==> src/rtl/pwm_pkg.sv <==
// Shared constants and the per-channel configuration bundle for pwm_multi_ctrl.
// Config fields are held at a fixed maximum width; channels compare at that width.
package pwm_pkg;

    localparam int PWM_CNT_W   = 28;
    localparam int PWM_DT_W    = 8;
    localparam int PWM_CNT_MAX = 32;
    localparam int PWM_DT_MAX  = 16;

    typedef struct packed {
        logic [PWM_CNT_MAX-1:0] period;
        logic [PWM_CNT_MAX-1:0] duty;
        logic [PWM_DT_MAX-1:0]  dead;
    } pwm_cfg_t;

endpackage

==> src/rtl/pwm_channel.sv <==
// One PWM channel: counter, double-buffered config, registered outputs.
// Ports: i_clk, i_rst_n, i_wr/i_cfg (pending load), i_en, o_pwm, o_pwm_n, o_tick, o_upd.
// Macro PWM_MULTI_DEADTIME_EN adds dead-time insertion on the complementary pair.
module pwm_channel
    import pwm_pkg::*;
#(
    parameter int CNT_W = PWM_CNT_W,
    parameter int DT_W  = PWM_DT_W
) (
    input  logic     i_clk,
    input  logic     i_rst_n,
    input  logic     i_wr,
    input  pwm_cfg_t i_cfg,
    input  logic     i_en,
    output logic     o_pwm,
    output logic     o_pwm_n,
    output logic     o_tick,
    output logic     o_upd
);

    pwm_cfg_t               r_act;
    pwm_cfg_t               r_pend;
    logic                   r_upd;
    logic                   r_tick;
    logic                   r_out;
    logic                   r_out_n;
    logic [CNT_W-1:0]       r_cnt;
    logic [PWM_CNT_MAX-1:0] w_cnt;
    logic                   w_zero;
    logic                   w_last;
    logic                   w_run;
    logic                   w_raw;
    logic                   w_apply;

    // A zero period means idle: both outputs low, and pending values
    // are taken on every edge as if each cycle were a wrap.
    always_comb begin
        w_cnt   = PWM_CNT_MAX'(r_cnt);
        w_zero  = (r_act.period == '0);
        w_last  = !w_zero && (w_cnt >= r_act.period - PWM_CNT_MAX'(1));
        w_run   = i_en && !w_zero;
        w_raw   = w_run && (w_cnt < r_act.duty);
        w_apply = r_upd && (!i_en || w_zero || w_last);
    end

    always_ff @(posedge i_clk or negedge i_rst_n) begin
        if (!i_rst_n) begin
            r_cnt  <= '0;
            r_tick <= 1'b0;
            r_act  <= '0;
            r_pend <= '0;
            r_upd  <= 1'b0;
        end else begin
            if (!w_run || w_last)
                r_cnt <= '0;
            else
                r_cnt <= r_cnt + CNT_W'(1);
            r_tick <= w_run && w_last;
            // A write landing on the apply edge stays pending for the next wrap.
            if (w_apply)
                r_act <= r_pend;
            if (i_wr)
                r_pend <= i_cfg;
            r_upd <= i_wr || (r_upd && !w_apply);
        end
    end

`ifdef PWM_MULTI_DEADTIME_EN
    logic            r_raw_q;
    logic [DT_W-1:0] r_since;
    logic [DT_W-1:0] w_since;
    logic            w_dt_ok;

    // Cycles since the raw drive last changed; each side may only rise
    // once this reaches the dead-time, so short pulses never appear.
    always_comb begin
        w_since = (w_raw != r_raw_q) ? '0 : r_since;
        w_dt_ok = (PWM_DT_MAX'(w_since) >= r_act.dead);
    end

    always_ff @(posedge i_clk or negedge i_rst_n) begin
        if (!i_rst_n) begin
            r_raw_q <= 1'b0;
            r_since <= '0;
            r_out   <= 1'b0;
            r_out_n <= 1'b0;
        end else begin
            r_raw_q <= w_raw;
            r_since <= (&w_since) ? w_since : w_since + DT_W'(1);
            r_out   <= w_raw && w_dt_ok;
            r_out_n <= w_run && !w_raw && w_dt_ok;
        end
    end
`else
    always_ff @(posedge i_clk or negedge i_rst_n) begin
        if (!i_rst_n) begin
            r_out   <= 1'b0;
            r_out_n <= 1'b0;
        end else begin
            r_out   <= w_raw;
            r_out_n <= w_run && !w_raw;
        end
    end
`endif

    assign o_pwm   = r_out;
    assign o_pwm_n = r_out_n;
    assign o_tick  = r_tick;
    assign o_upd   = r_upd;

endmodule

==> src/rtl/pwm_multi_ctrl.sv <==
// Multi-channel PWM controller: write decode plus NUM_CH pwm_channel instances.
// Ports: CLK, RST_N, WR_EN/WR_CH/WR_PERIOD/WR_DUTY/WR_DEAD, CH_EN,
// PWM_OUT, PWM_OUT_N, PERIOD_TICK, UPD_PEND. Macro: PWM_MULTI_DEADTIME_EN.
module pwm_multi_ctrl
    import pwm_pkg::*;
#(
    parameter int NUM_CH = 4,
    parameter int CNT_W  = PWM_CNT_W,
    parameter int DT_W   = PWM_DT_W,
    localparam int CH_W  = (NUM_CH > 1) ? $clog2(NUM_CH) : 1
) (
    input  logic              CLK,
    input  logic              RST_N,
    input  logic              WR_EN,
    input  logic [CH_W-1:0]   WR_CH,
    input  logic [CNT_W-1:0]  WR_PERIOD,
    input  logic [CNT_W-1:0]  WR_DUTY,
    input  logic [DT_W-1:0]   WR_DEAD,
    input  logic [NUM_CH-1:0] CH_EN,
    output logic [NUM_CH-1:0] PWM_OUT,
    output logic [NUM_CH-1:0] PWM_OUT_N,
    output logic [NUM_CH-1:0] PERIOD_TICK,
    output logic [NUM_CH-1:0] UPD_PEND
);

    pwm_cfg_t          w_cfg;
    logic [NUM_CH-1:0] w_wr;

    always_comb begin
        w_cfg        = '0;
        w_cfg.period = PWM_CNT_MAX'(WR_PERIOD);
        w_cfg.duty   = PWM_CNT_MAX'(WR_DUTY);
        w_cfg.dead   = PWM_DT_MAX'(WR_DEAD);
    end

    // Out-of-range channel numbers match no instance and are dropped.
    for (genvar g = 0; g < NUM_CH; g++) begin : g_ch
        assign w_wr[g] = WR_EN && (WR_CH == CH_W'(g));

        pwm_channel #(
            .CNT_W(CNT_W),
            .DT_W (DT_W)
        ) u_ch (
            .i_clk  (CLK),
            .i_rst_n(RST_N),
            .i_wr   (w_wr[g]),
            .i_cfg  (w_cfg),
            .i_en   (CH_EN[g]),
            .o_pwm  (PWM_OUT[g]),
            .o_pwm_n(PWM_OUT_N[g]),
            .o_tick (PERIOD_TICK[g]),
            .o_upd  (UPD_PEND[g])
        );
    end

endmodule
==> config.mk <==
export PLATFORM = sky130hd
export DESIGN_NAME = pwm_multi_ctrl
export DESIGN_NICKNAME = d
export VERILOG_FILES = /design/src/rtl/pwm_pkg.sv /design/src/rtl/pwm_channel.sv /design/src/rtl/pwm_multi_ctrl.sv
export SDC_FILE = /design/constraint.sdc
export NUM_CORES = 1
export LEC_CHECK = 0
export CAP_MARGIN = 30
export CORE_AREA = 8 8 227 284
export DETAILED_ROUTE_END_ITERATION = 12
export DIE_AREA = 0 0 235 292
export GPL_ROUTABILITY_DRIVEN = 0
export PLACE_DENSITY_LB_ADDON = 0.2
export SLEW_MARGIN = 25
export SYNTH_ARGS = -nofsm -noshare
export SYNTH_HDL_FRONTEND = slang
export SYNTH_SLANG_ARGS = --single-unit
export TNS_END_PERCENT = 30
==> constraint.sdc <==
create_clock -name CLK -period 4.6 [get_ports CLK]
set_input_delay 0.92 -clock CLK [delete_from_list [all_inputs] [get_ports CLK]]
set_output_delay 0.92 -clock CLK [all_outputs]
set_load 0.02 [all_outputs]
Word level (Yosys, flattened, before mapping)
Index checks and enable logic that the tools add are counted.
{ "word_totals": {"out_inout_bits": 16, "regBits": 576} }
{ "classes": {"n_eq_ne": 3, "n_reduce_logical": 73, "order_cmp": 8, "addsub": 8, "mux": 4} }
{ "ops": {"columns": ["operator", "n"], "rows": [
  ["greater-or-equal comparator 28 x 32 -> 1 bit", 4],
  ["logical NOT 32 bit", 4],
  ["subtractor 28 x 1 -> 29 bit (second input constant)", 4],
  ["adder 28 x 1 -> 28 bit (second input constant)", 4],
  ["less-than comparator 28 bit", 4],
  ["two-way mux 28 bit", 4],
  ["logical AND 1 bit", 32],
  ["logical NOT 1 bit", 20],
  ["logical OR 1 bit", 16],
  ["== test 2 bit (second input constant)", 2],
  ["== test 2 x 1 -> 1 bit (second input constant)", 1],
  ["logical NOT 2 bit", 1]
]} }

Depth between registers and ports, before layout
Gate-level depths: netlist of run 1.
{ "depth": {"word_depth": 8, "ltp_mapped": 17, "mapped_depth_nobuf": 15} }

By module
Synthesis of run 1 repeated with hierarchy kept, for this count alone.
{ "unflattened": {"hier_cells": 2667, "area_unflattened_um2": 32964.1} }
{ "by_module_without_submodules": {"columns": ["mod", "n_inst", "area_each_um2", "cells_per_inst"], "rows": [
  ["pwm_channel at g_ch[0].u_ch ...", 3, 8308.0, 668],
  ["pwm_channel at g_ch[1].u_ch", 1, 7998.9, 658],
  ["pwm_multi_ctrl", 1, 41.3, 5]
]} }

Worst setup path before layout of run 1
Ideal clock, no wire load.
{ "synth_timing": {"path_type": "register to register", "startpoint": "reg g_ch[3].u_ch.r_act[57] in the netlist's numbering", "endpoint": "reg g_ch[3].u_ch.r_act[20] in the netlist's numbering", "required_time_ns": 4.475, "stages_incl_launch_ff": 17, "setup_slack_ns": 0.193, "arrival_time_ns": 4.282, "path_buffers": 3, "setup_ns": 0.125, "synth_period_minus_slack_ns": 4.407, "path_cell_list": "dfrtp_1 or4_1 or4_1 or3_1 clkbuf_1 nor3b_1 xnor2_1 ha_1 a211oi_1 nor2_1 nor4_1 o31ai_1 or3_1 nand2_1 buf_2 buf_2 mux2_2"} }
{ "synth_between": {"elab_chain_cells": 5, "word_cells_on_any_way": 8, "cone_classes": "add/sub (1); order compare (1); reduce/logical (6)"} }
{ "synth_lines": {"columns": ["element", "line_no", "text"], "rows": [
  ["start, declared", "pwm_channel.sv:21", "pwm_cfg_t r_act;"],
  ["start signal, assigned", "pwm_channel.sv:61", "r_act <= r_pend;"],
  ["subtractor 28 x 1 -> 29 bit / logical NOT 32 bit (equally long branches)", "pwm_channel.sv:40, pwm_channel.sv:39", null],
  ["greater-or-equal comparator 28 x 32 -> 1 bit / logical NOT 1 bit (equally long branches)", "pwm_channel.sv:40", "w_last = !w_zero && (w_cnt >= r_act.period - PWM_CNT_MAX'(1));"],
  ["logical AND 1 bit", "pwm_channel.sv:40", null],
  ["logical OR 1 bit *", "pwm_channel.sv:43", "w_apply = r_upd && (!i_en || w_zero || w_last);"],
  ["logical AND 1 bit *", "pwm_channel.sv:43", null]
]} }
Mark *: on every way between the ends. The rest lies on a longest branch, timed or not.
A chain may end at the register's enable or synchronous reset.

Worst setup path after layout of run 1
{ "layout_timing": {"startpoint": "reg g_ch[2].u_ch.r_act[55] in the netlist's numbering", "endpoint": "reg g_ch[2].u_ch.r_act[56] in the netlist's numbering"} }
{ "layout_between": {"elab_chain_cells": 5, "word_cells_on_any_way": 8, "cone_classes": "add/sub (1); order compare (1); reduce/logical (6)"} }
{ "layout_lines": {"columns": ["element", "line_no"], "rows": [
  ["start, declared", "pwm_channel.sv:21"],
  ["start signal, assigned", "pwm_channel.sv:61"],
  ["subtractor 28 x 1 -> 29 bit / logical NOT 32 bit (equally long branches)", "pwm_channel.sv:40, pwm_channel.sv:39"],
  ["greater-or-equal comparator 28 x 32 -> 1 bit / logical NOT 1 bit (equally long branches)", "pwm_channel.sv:40"],
  ["logical AND 1 bit", "pwm_channel.sv:40"],
  ["logical OR 1 bit *", "pwm_channel.sv:43"],
  ["logical AND 1 bit *", "pwm_channel.sv:43"]
]} }
Marked as above.

==> impl_metrics.py, run 1 <==
metrics = {
    "status": {
        "status": "complete, no violations",
    },
    "placement": {
        "numPortBuffers": 80,
        "dp_hpwl_um": 52000,
        "preCtsSetupSlack_ns": -0.375,
    },
    "setup_path": {
        "worst-path-max-fanout": 8,
        "worstSetupPathType": "reg -> reg",
        "cp-end-kind": "flip-flop",
        "cp_data_required_time_ns": 5.11,
        "timing.rr.start": "g_ch[2].u_ch.r_act[55]",
        "critical_path.startpoint_type": "flip-flop",
        "worst_setup_path_startpoint": "g_ch[2].u_ch.r_act[55]",
        "endpoint": "g_ch[2].u_ch.r_act[56]",
        "critical_path_arrival_ns": 4.99,
        "reg2reg_setup_slack_ns": 0.12,
        "r2r-end": "g_ch[2].u_ch.r_act[56]",
        "timing.reg2reg.worst_path_depth": 15,
    },
    "sta": {
        "slew_headroom_pct": 37.0,
        "fin_worst_hold_slack_ns": 0.347,
        "fmaxAchievable_ghz": 0.223,
        "setup_slack_ns": 0.117,
        "count_of_final_hold_check_violations": 0,
        "final_critical_path_share_of_the_clock_period_pct": 97.5,
        "setup-violations-final": 0,
        "drv_slew": 0,
        "period_minus_slack_ns": 4.48,
        "rsz0062_at_grt": "true",
        "finClkSkew_ns": 0.0196,
        "worst_pin_slew_ns": 0.945,
    },
    "logic_synthesis": {
        "synth_flop_cell": "sky130_fd_sc_hd__dfrtp_1",
        "avgSynthCellArea_um2": 11.9,
        "yosysSeqAreaShare_pct": 48.6,
        "distinct_cell_type_count_after_synthesis": 63,
        "yosys_register_bits": 576,
        "synth-edff-count": 0,
        "yosys_warnings": 0,
        "postSynthCellCount": 2496,
        "ys_async_sr_fraction_pct": 100,
        "synth_area_um2": 29700,
        "mappedNetlistNets": 2797,
    },
    "final_layout": {
        "drive_gt1_share_pct": 23.5,
        "flow.area_growth_from_synthesis_pct": 15.5,
        "postLayoutCoreUtil_pct": 57.1,
        "fin_nets": 2922,
    },
    "floorplan": {
        "effective_utilization_at_floorplan_pct": 49.4,
        "fp.dieH_um": 292,
        "placeableCoreArea_um2": 60000,
        "horizontal_extent_of_the_die_um": 235,
        "number_of_placement_rows": 101,
        "design.die.area_um2": 68600,
        "boundaryPins": 89,
    },
    "global_route": {
        "grt_antenna_before_repair": 0,
        "grt_pass1_vias": 20236,
        "wire_length_of_the_first_global_routing_pass_um": 115000,
        "grt_total_ovfl": 0,
        "grt_max_degree": 103,
        "global_route.usage.total_pct": 21.2,
    },
    "power": {
        "leakage_uw": 0.0157,
        "powerDensity_nw_per_um2": 476,
        "design_power_total_uw": 16300,
        "worst_ir_drop_vdd_uv": 304,
    },
    "detailed_routing": {
        "dr.pass1.iters": 7,
        "drcViolationCount": 0,
        "via_per_inst": 5.59,
        "ant_nets": 0,
        "wire_per_inst_um": 21.1,
        "dr.first_iter.drc_count": 1063,
        "route.vias.total": 19265,
        "finalWirelength_um": 72800,
    },
    "clock_tree": {
        "cts_sinks": 576,
        "numCtsBuffers": 58,
        "post_cts_clock_slew_at_the_launch_and_capture_registers_of_the_worst_setup_and_hold_paths_ns": 0.06,
        "clock_tree_from_tritoncts": "done",
        "cts_hold_repair.buffers": 0,
        "cts.path.max_buffers": 3,
        "clock_tree.htree_level_count": 2,
        "ctsRootBufferMaster": "sky130_fd_sc_hd__clkbuf_16",
        "worstSkewPairLatency_ns": 0.63,
    },
    "min_path": {
        "hold_path.class": "in -> async",
    },
    "job": {
        "max_cap_violations": 0,
    },
}
-- layout by cell type (no fill, tap or decap), drive strengths merged, types with 8 or more instances in the layout --
| cell | n |
|---|---|
| a21oi | 63 |
| xor2 | 94 |
| a211oi | 8 |
| nand3 | 53 |
| and2 | 10 |
| nand2b | 13 |
| mux2 | 448 |
| a21o | 15 |
| buf | 66 |
| dfrtp | 576 |
| clkdlybuf4s50 | 79 |
| nor4 | 29 |
| or3 | 21 |
| and3 | 20 |
| ha | 228 |
| nor2 | 215 |
| xnor2 | 108 |
| nand2 | 111 |
| or4 | 20 |
| o21a | 11 |
| inv | 135 |
| nor3 | 58 |
| bufinv | 11 |
| nand4 | 47 |
| nor2b | 14 |
| clkinv | 12 |
| o21ai | 47 |
| clkbuf | 85 |
-- cell families (layout without fill, tap and decap cells) --
| kind of cell | count (synthesis) | after routing | share of synthesized area (%) |
|---|---|---|---|
| flip-flops | 576 | 576 | 48.6 |
| AO/OA/AOI/OAI | 191 | 191 | 4.07 |
| other | 0 | 6 | 0 |
| multiplexers | 448 | 448 | 18.0 |
| XOR/XNOR | 202 | 202 | 5.96 |
| buffers and inverters | 216 | 391 | 3.26 |
| adder cells (fa/ha/maj) | 228 | 228 | 9.62 |
| AND/OR/NAND/NOR | 635 | 635 | 10.5 |
-- metrics by stage --
| step | TNS [ns] | cell area [µm²] | instances |
|---|---|---|---|
| 2_1_floorplan | 0 | 29700 | 2496 |
| 3_3_place_gp | -16.96 | 31600 | 3323 |
| 3_5_place_dp | -19.84 | 31600 | 3323 |
| 4_1_cts | 0 | 33900 | 3436 |
| 5_1_grt | -0.621 | 34200 | 3443 |
| 6_report | 0 | 34300 | 3449 |
-- what timing repair did --
action / 4_1_cts / 5_1_grt
cloned: 1 / 1
endpoints found under the setup margin: 114 / 194
buffers inserted: 2 / 5
gates resized for setup: 8 / 52
pin swaps: 2 / 9
-- critical path: stages, from the launching register on --
cell,delay (ns)
sky130_fd_sc_hd__dfrtp_1,0.44
sky130_fd_sc_hd__or4_4,0.57
sky130_fd_sc_hd__or4b_4,0.55
sky130_fd_sc_hd__or3_4,0.44
sky130_fd_sc_hd__nor2_1,0.14
sky130_fd_sc_hd__xnor2_1,0.14
sky130_fd_sc_hd__ha_1,0.27
sky130_fd_sc_hd__a21o_1,0.19
sky130_fd_sc_hd__a21oi_2,0.23
sky130_fd_sc_hd__a21boi_2,0.26
sky130_fd_sc_hd__a31oi_4,0.04
sky130_fd_sc_hd__buf_6,0.17
sky130_fd_sc_hd__o21ai_4,0.24
sky130_fd_sc_hd__buf_6,0.19
sky130_fd_sc_hd__clkbuf_16,0.18
sky130_fd_sc_hd__mux2_4,0.30
-- final cells by class --
class / count / area (µm²)
tap: 772 / 966
antenna: 6 / 15.0
fill: 4904 / 25800
timing repair buffer: 146 / 1560
clock inverter: 26 / 443
inverter: 135 / 507
multi-input combinational: 1704 / 14600
sequential: 576 / 14400
clock buffer: 84 / 1760
-- cell usage after synthesis, types with 47 or more instances --
library cell | count | share of area [%]
sky130_fd_sc_hd__nand4_1 | 47 | 0.99
sky130_fd_sc_hd__xnor2_1 | 108 | 3.2
sky130_fd_sc_hd__nor3_1 | 58 | 0.98
sky130_fd_sc_hd__ha_1 | 228 | 9.6
sky130_fd_sc_hd__nand3_1 | 52 | 0.88
sky130_fd_sc_hd__mux2_4 | 80 | 4.0
sky130_fd_sc_hd__inv_1 | 135 | 1.7
sky130_fd_sc_hd__dfrtp_1 | 576 | 49
sky130_fd_sc_hd__mux2_2 | 322 | 12
sky130_fd_sc_hd__nand2_1 | 111 | 1.4
sky130_fd_sc_hd__nor2_1 | 215 | 2.7
sky130_fd_sc_hd__xor2_1 | 94 | 2.8
sky130_fd_sc_hd__a21oi_1 | 63 | 1.1
-- worst min-delay path by stage --
stage / end / slack [ns]
after floorplan: g_ch[1].u_ch.r_act[30] / 0.45
after global placement: g_ch[1].u_ch.r_act[55] / 0.46
after detailed placement: g_ch[1].u_ch.r_act[52] / 0.46
after CTS: g_ch[3].u_ch.r_pend[22] / 0.39
after global routing: g_ch[3].u_ch.r_act[23] / 0.39
final: g_ch[3].u_ch.r_pend[22] / 0.35
-- where the power goes --
part | switching (µW) | internal [µW] | total (µW)
clock network | 2050 | 3270 | 5320
registers | 951 | 6230 | 7180
logic | 1730 | 2080 | 3810
-- flip-flops by register name (all words and copies together) (netlist names) --
signal	flops
g_ch.u_ch.r_act	224
g_ch.u_ch.r_pend	224
g_ch.u_ch.r_cnt	112
g_ch.u_ch.o_pwm	4
g_ch.u_ch.o_pwm_n	4
g_ch.u_ch.o_tick	4
g_ch.u_ch.o_upd	4
-- routing by layer --
metal / routed length, µm / share of wire [%] / track usage [%]
met4: 2710 / 3.7 / 8.60
met2: 35100 / 48 / 35.4
met1: 32200 / 44 / 27.4
met3: 2750 / 3.8 / 3.27
met5: 0 / 0 / 0
Power figures use the tool's default switching activity.
==> run 2, diff against run 1 <==
--- a/config.mk
+++ b/config.mk
@@ -11,7 +11,6 @@
 export DIE_AREA = 0 0 235 292
 export GPL_ROUTABILITY_DRIVEN = 0
 export PLACE_DENSITY_LB_ADDON = 0.2
-export SLEW_MARGIN = 25
 export SYNTH_ARGS = -nofsm -noshare
 export SYNTH_HDL_FRONTEND = slang
 export SYNTH_SLANG_ARGS = --single-unit
==> run 2 against run 1 <==
Clock skew about the same. Clock power hardly changed. Combinational power about the same. Critical endpoint unchanged.
==> impl_metrics.py, run 2 (same netlist as run 1, synthesis figures left out) <==
metrics = {
    "floorplan": {
        "number_of_placement_rows": 101,
        "horizontal_extent_of_the_die_um": 235,
        "boundaryPins": 89,
        "design.die.area_um2": 68600,
        "effective_utilization_at_floorplan_pct": 49.4,
        "fp.dieH_um": 292,
        "placeableCoreArea_um2": 60000,
    },
    "power": {
        "clock_power_share_pct": 32.7,
        "switching_share_of_power_pct": 29.0,
        "p_comb_share_pct": 23.3,
        "cellInternalPower_uw": 11600,
        "powerDensity_nw_per_um2": 476,
        "net-switching-power_uw": 4740,
        "worst_ir_drop_vdd_uv": 304,
        "leakage_uw": 0.0157,
        "design_power_total_uw": 16300,
        "p_seq_share_pct": 44.0,
    },
    "clock_tree": {
        "numCtsBuffers": 58,
        "ctsRootBufferMaster": "sky130_fd_sc_hd__clkbuf_16",
        "post_cts_clock_slew_at_the_launch_and_capture_registers_of_the_worst_setup_and_hold_paths_ns": 0.06,
        "cts_sinks": 576,
        "cts.path.max_buffers": 3,
        "clock_tree.htree_level_count": 2,
        "worstSkewPairLatency_ns": 0.63,
        "clock_tree_from_tritoncts": "done",
    },
    "detailed_routing": {
        "finalWirelength_um": 72800,
        "wire_per_inst_um": 21.1,
        "ant_nets": 0,
        "via_per_inst": 5.59,
        "drcViolationCount": 0,
        "dr.pass1.iters": 5,
        "route.vias.total": 19287,
        "dr.first_iter.drc_count": 1092,
    },
    "setup_path": {
        "crit_path_frequent_cell": "sky130_fd_sc_hd__buf_6",
        "worstSetupPathType": "reg -> reg",
        "crit_chain": "or4_4, or4b_4, or3_4, nor2_1, xnor2_1, ha_1, a21o_1, a21oi_2, a21boi_2, a31oi_4, buf_6, o21ai_4, buf_6, clkbuf_16, mux2_4",
        "critical_path.top_delay_family": "simple AND/OR/NAND/NOR gates",
        "critical-path-max-stage-delay_ns": 0.57,
        "cp_data_required_time_ns": 5.11,
        "cp-end-kind": "flip-flop",
        "critical_path.startpoint_type": "flip-flop",
        "slowest_stage": "sky130_fd_sc_hd__or4_4",
        "worst-path-max-fanout": 8,
        "critical_path_arrival_ns": 4.98,
        "buffer_and_inverter_count_on_the_worst_path": 3,
    },
    "job": {
        "max_cap_violations": 0,
    },
    "global_route": {
        "wire_length_of_the_first_global_routing_pass_um": 115000,
        "grt_antenna_before_repair": 0,
        "grt_pass1_vias": 20236,
        "grt_total_ovfl": 0,
        "global_route.usage.total_pct": 21.2,
        "grt_max_degree": 103,
    },
    "sta": {
        "finClkSkew_ns": 0.0191,
        "worst_pin_slew_ns": 0.942,
        "fmaxAchievable_ghz": 0.224,
        "period_minus_slack_ns": 4.47,
        "final_critical_path_share_of_the_clock_period_pct": 97.2,
        "count_of_final_hold_check_violations": 0,
        "slew_headroom_pct": 37.2,
        "rsz0062_at_grt": "true",
        "drv_slew": 0,
        "setup-violations-final": 0,
    },
    "final_layout": {
        "largest_registers": "g_ch.u_ch.r_act (224), g_ch.u_ch.r_pend (224), g_ch.u_ch.r_cnt (112)",
        "fin_cells": 3449,
        "fin_nets": 2922,
        "flow.area_growth_from_synthesis_pct": 15.5,
        "n_fill_cell": 4903,
        "postLayoutCoreUtil_pct": 57.1,
        "drive_gt1_share_pct": 23.5,
        "mostFrequentLayoutCells": "sky130_fd_sc_hd__dfrtp_1, sky130_fd_sc_hd__mux2_2, sky130_fd_sc_hd__ha_1, sky130_fd_sc_hd__nor2_1, sky130_fd_sc_hd__inv_1",
        "layout.cells.most_common": "sky130_fd_sc_hd__dfrtp_1",
    },
    "placement": {
        "numPortBuffers": 80,
        "dp_hpwl_um": 52000,
        "placed_cells_incl_taps": 3323,
    },
    "min_path": {
        "hold_path.class": "in -> async",
    },
    "status": {
        "status": "complete, no violations",
    },
}
-- run 2: cell counts in the layout (fill, tap and decap cells not counted) --
No cell type changed its count.
-- run 2: layer usage --
metal  part of all wire (%)  GRT usage, %  up-vias
met3                    3.8          3.27      129
met4                    3.8          8.60        0
met1                     44          27.4     9770
li1                       -             -     9026
met2                     48          35.4      362
met5                      0             0        -
-- run 2: final timing paths --
check                                                to               startpoint  slack (ns)  cells past startpoint
worst max-delay path             g_ch[2].u_ch.r_act[56]   g_ch[2].u_ch.r_act[55]        0.13                     15
worst min-delay path            g_ch[3].u_ch.r_pend[22]                    RST_N        0.35                      1
worst max register to register   g_ch[2].u_ch.r_act[56]   g_ch[2].u_ch.r_act[55]        0.13                     15
worst min register to register   g_ch[1].u_ch.r_act[52]  g_ch[1].u_ch.r_pend[52]        0.47                      1
max in group asynchronous       g_ch[0].u_ch.r_pend[40]                    RST_N        3.15                      2
min in group CLK                 g_ch[1].u_ch.r_act[52]  g_ch[1].u_ch.r_pend[52]        0.47                      1
-- run 2: power groups by stage --
stage	logic [µW]	registers (µW)	clock network, µW
after floorplan	2750	6940	0
after global placement	3570	7180	0
after detailed placement	3740	7250	0
after CTS	3780	7170	5440
after global routing	4260	7350	5640
final	3810	7180	5330
-- run 2: per-stage QoR --
step           instance area [µm²]  hold slack (ns)  worst slack [ns]  setup TNS, ns
4_1_cts                      33900            0.394            0.0158              0
6_report                     34300            0.346             0.129              0
3_5_place_dp                 31600            0.465            -0.375         -19.84
5_1_grt                      34200            0.391           -0.0312         -0.623
3_3_place_gp                 31600            0.460            -0.359         -16.96
2_1_floorplan                29700            0.452             0.193              0
-- run 2: repair_timing --
item / in CTS / in global routing
setup endpoints to repair: 114 / 194
resized for setup: 8 / 52
buffers inserted: 2 / 5
cloned: 1 / 1
pin swaps: 2 / 9
hold buffers: 0 / 0
-- run 2: area by class of cell --
class	instances	area, µm²	share of cell area, %
Inverter	135	507	1.48
Sequential cell	576	14400	42.1
Tap cell	772	966	2.82
Multi-Input combinational cell	1704	14600	42.6
Clock inverter	26	443	1.29
Clock buffer	84	1760	5.14
Timing Repair Buffer	146	1570	4.57
Antenna cell	6	15.0	0.0438
-- run 2: worst reg2reg max path, delay by kind of cell, from the launching register on --
kind,cells,cell delay (ns)
XOR/XNOR,1,0.14
flip-flops,1,0.44
adder cells (fa/ha/maj),1,0.27
AO/OA/AOI/OAI,5,0.97
buffers and inverters,3,0.54
multiplexers,1,0.30
AND/OR/NAND/NOR,4,1.70
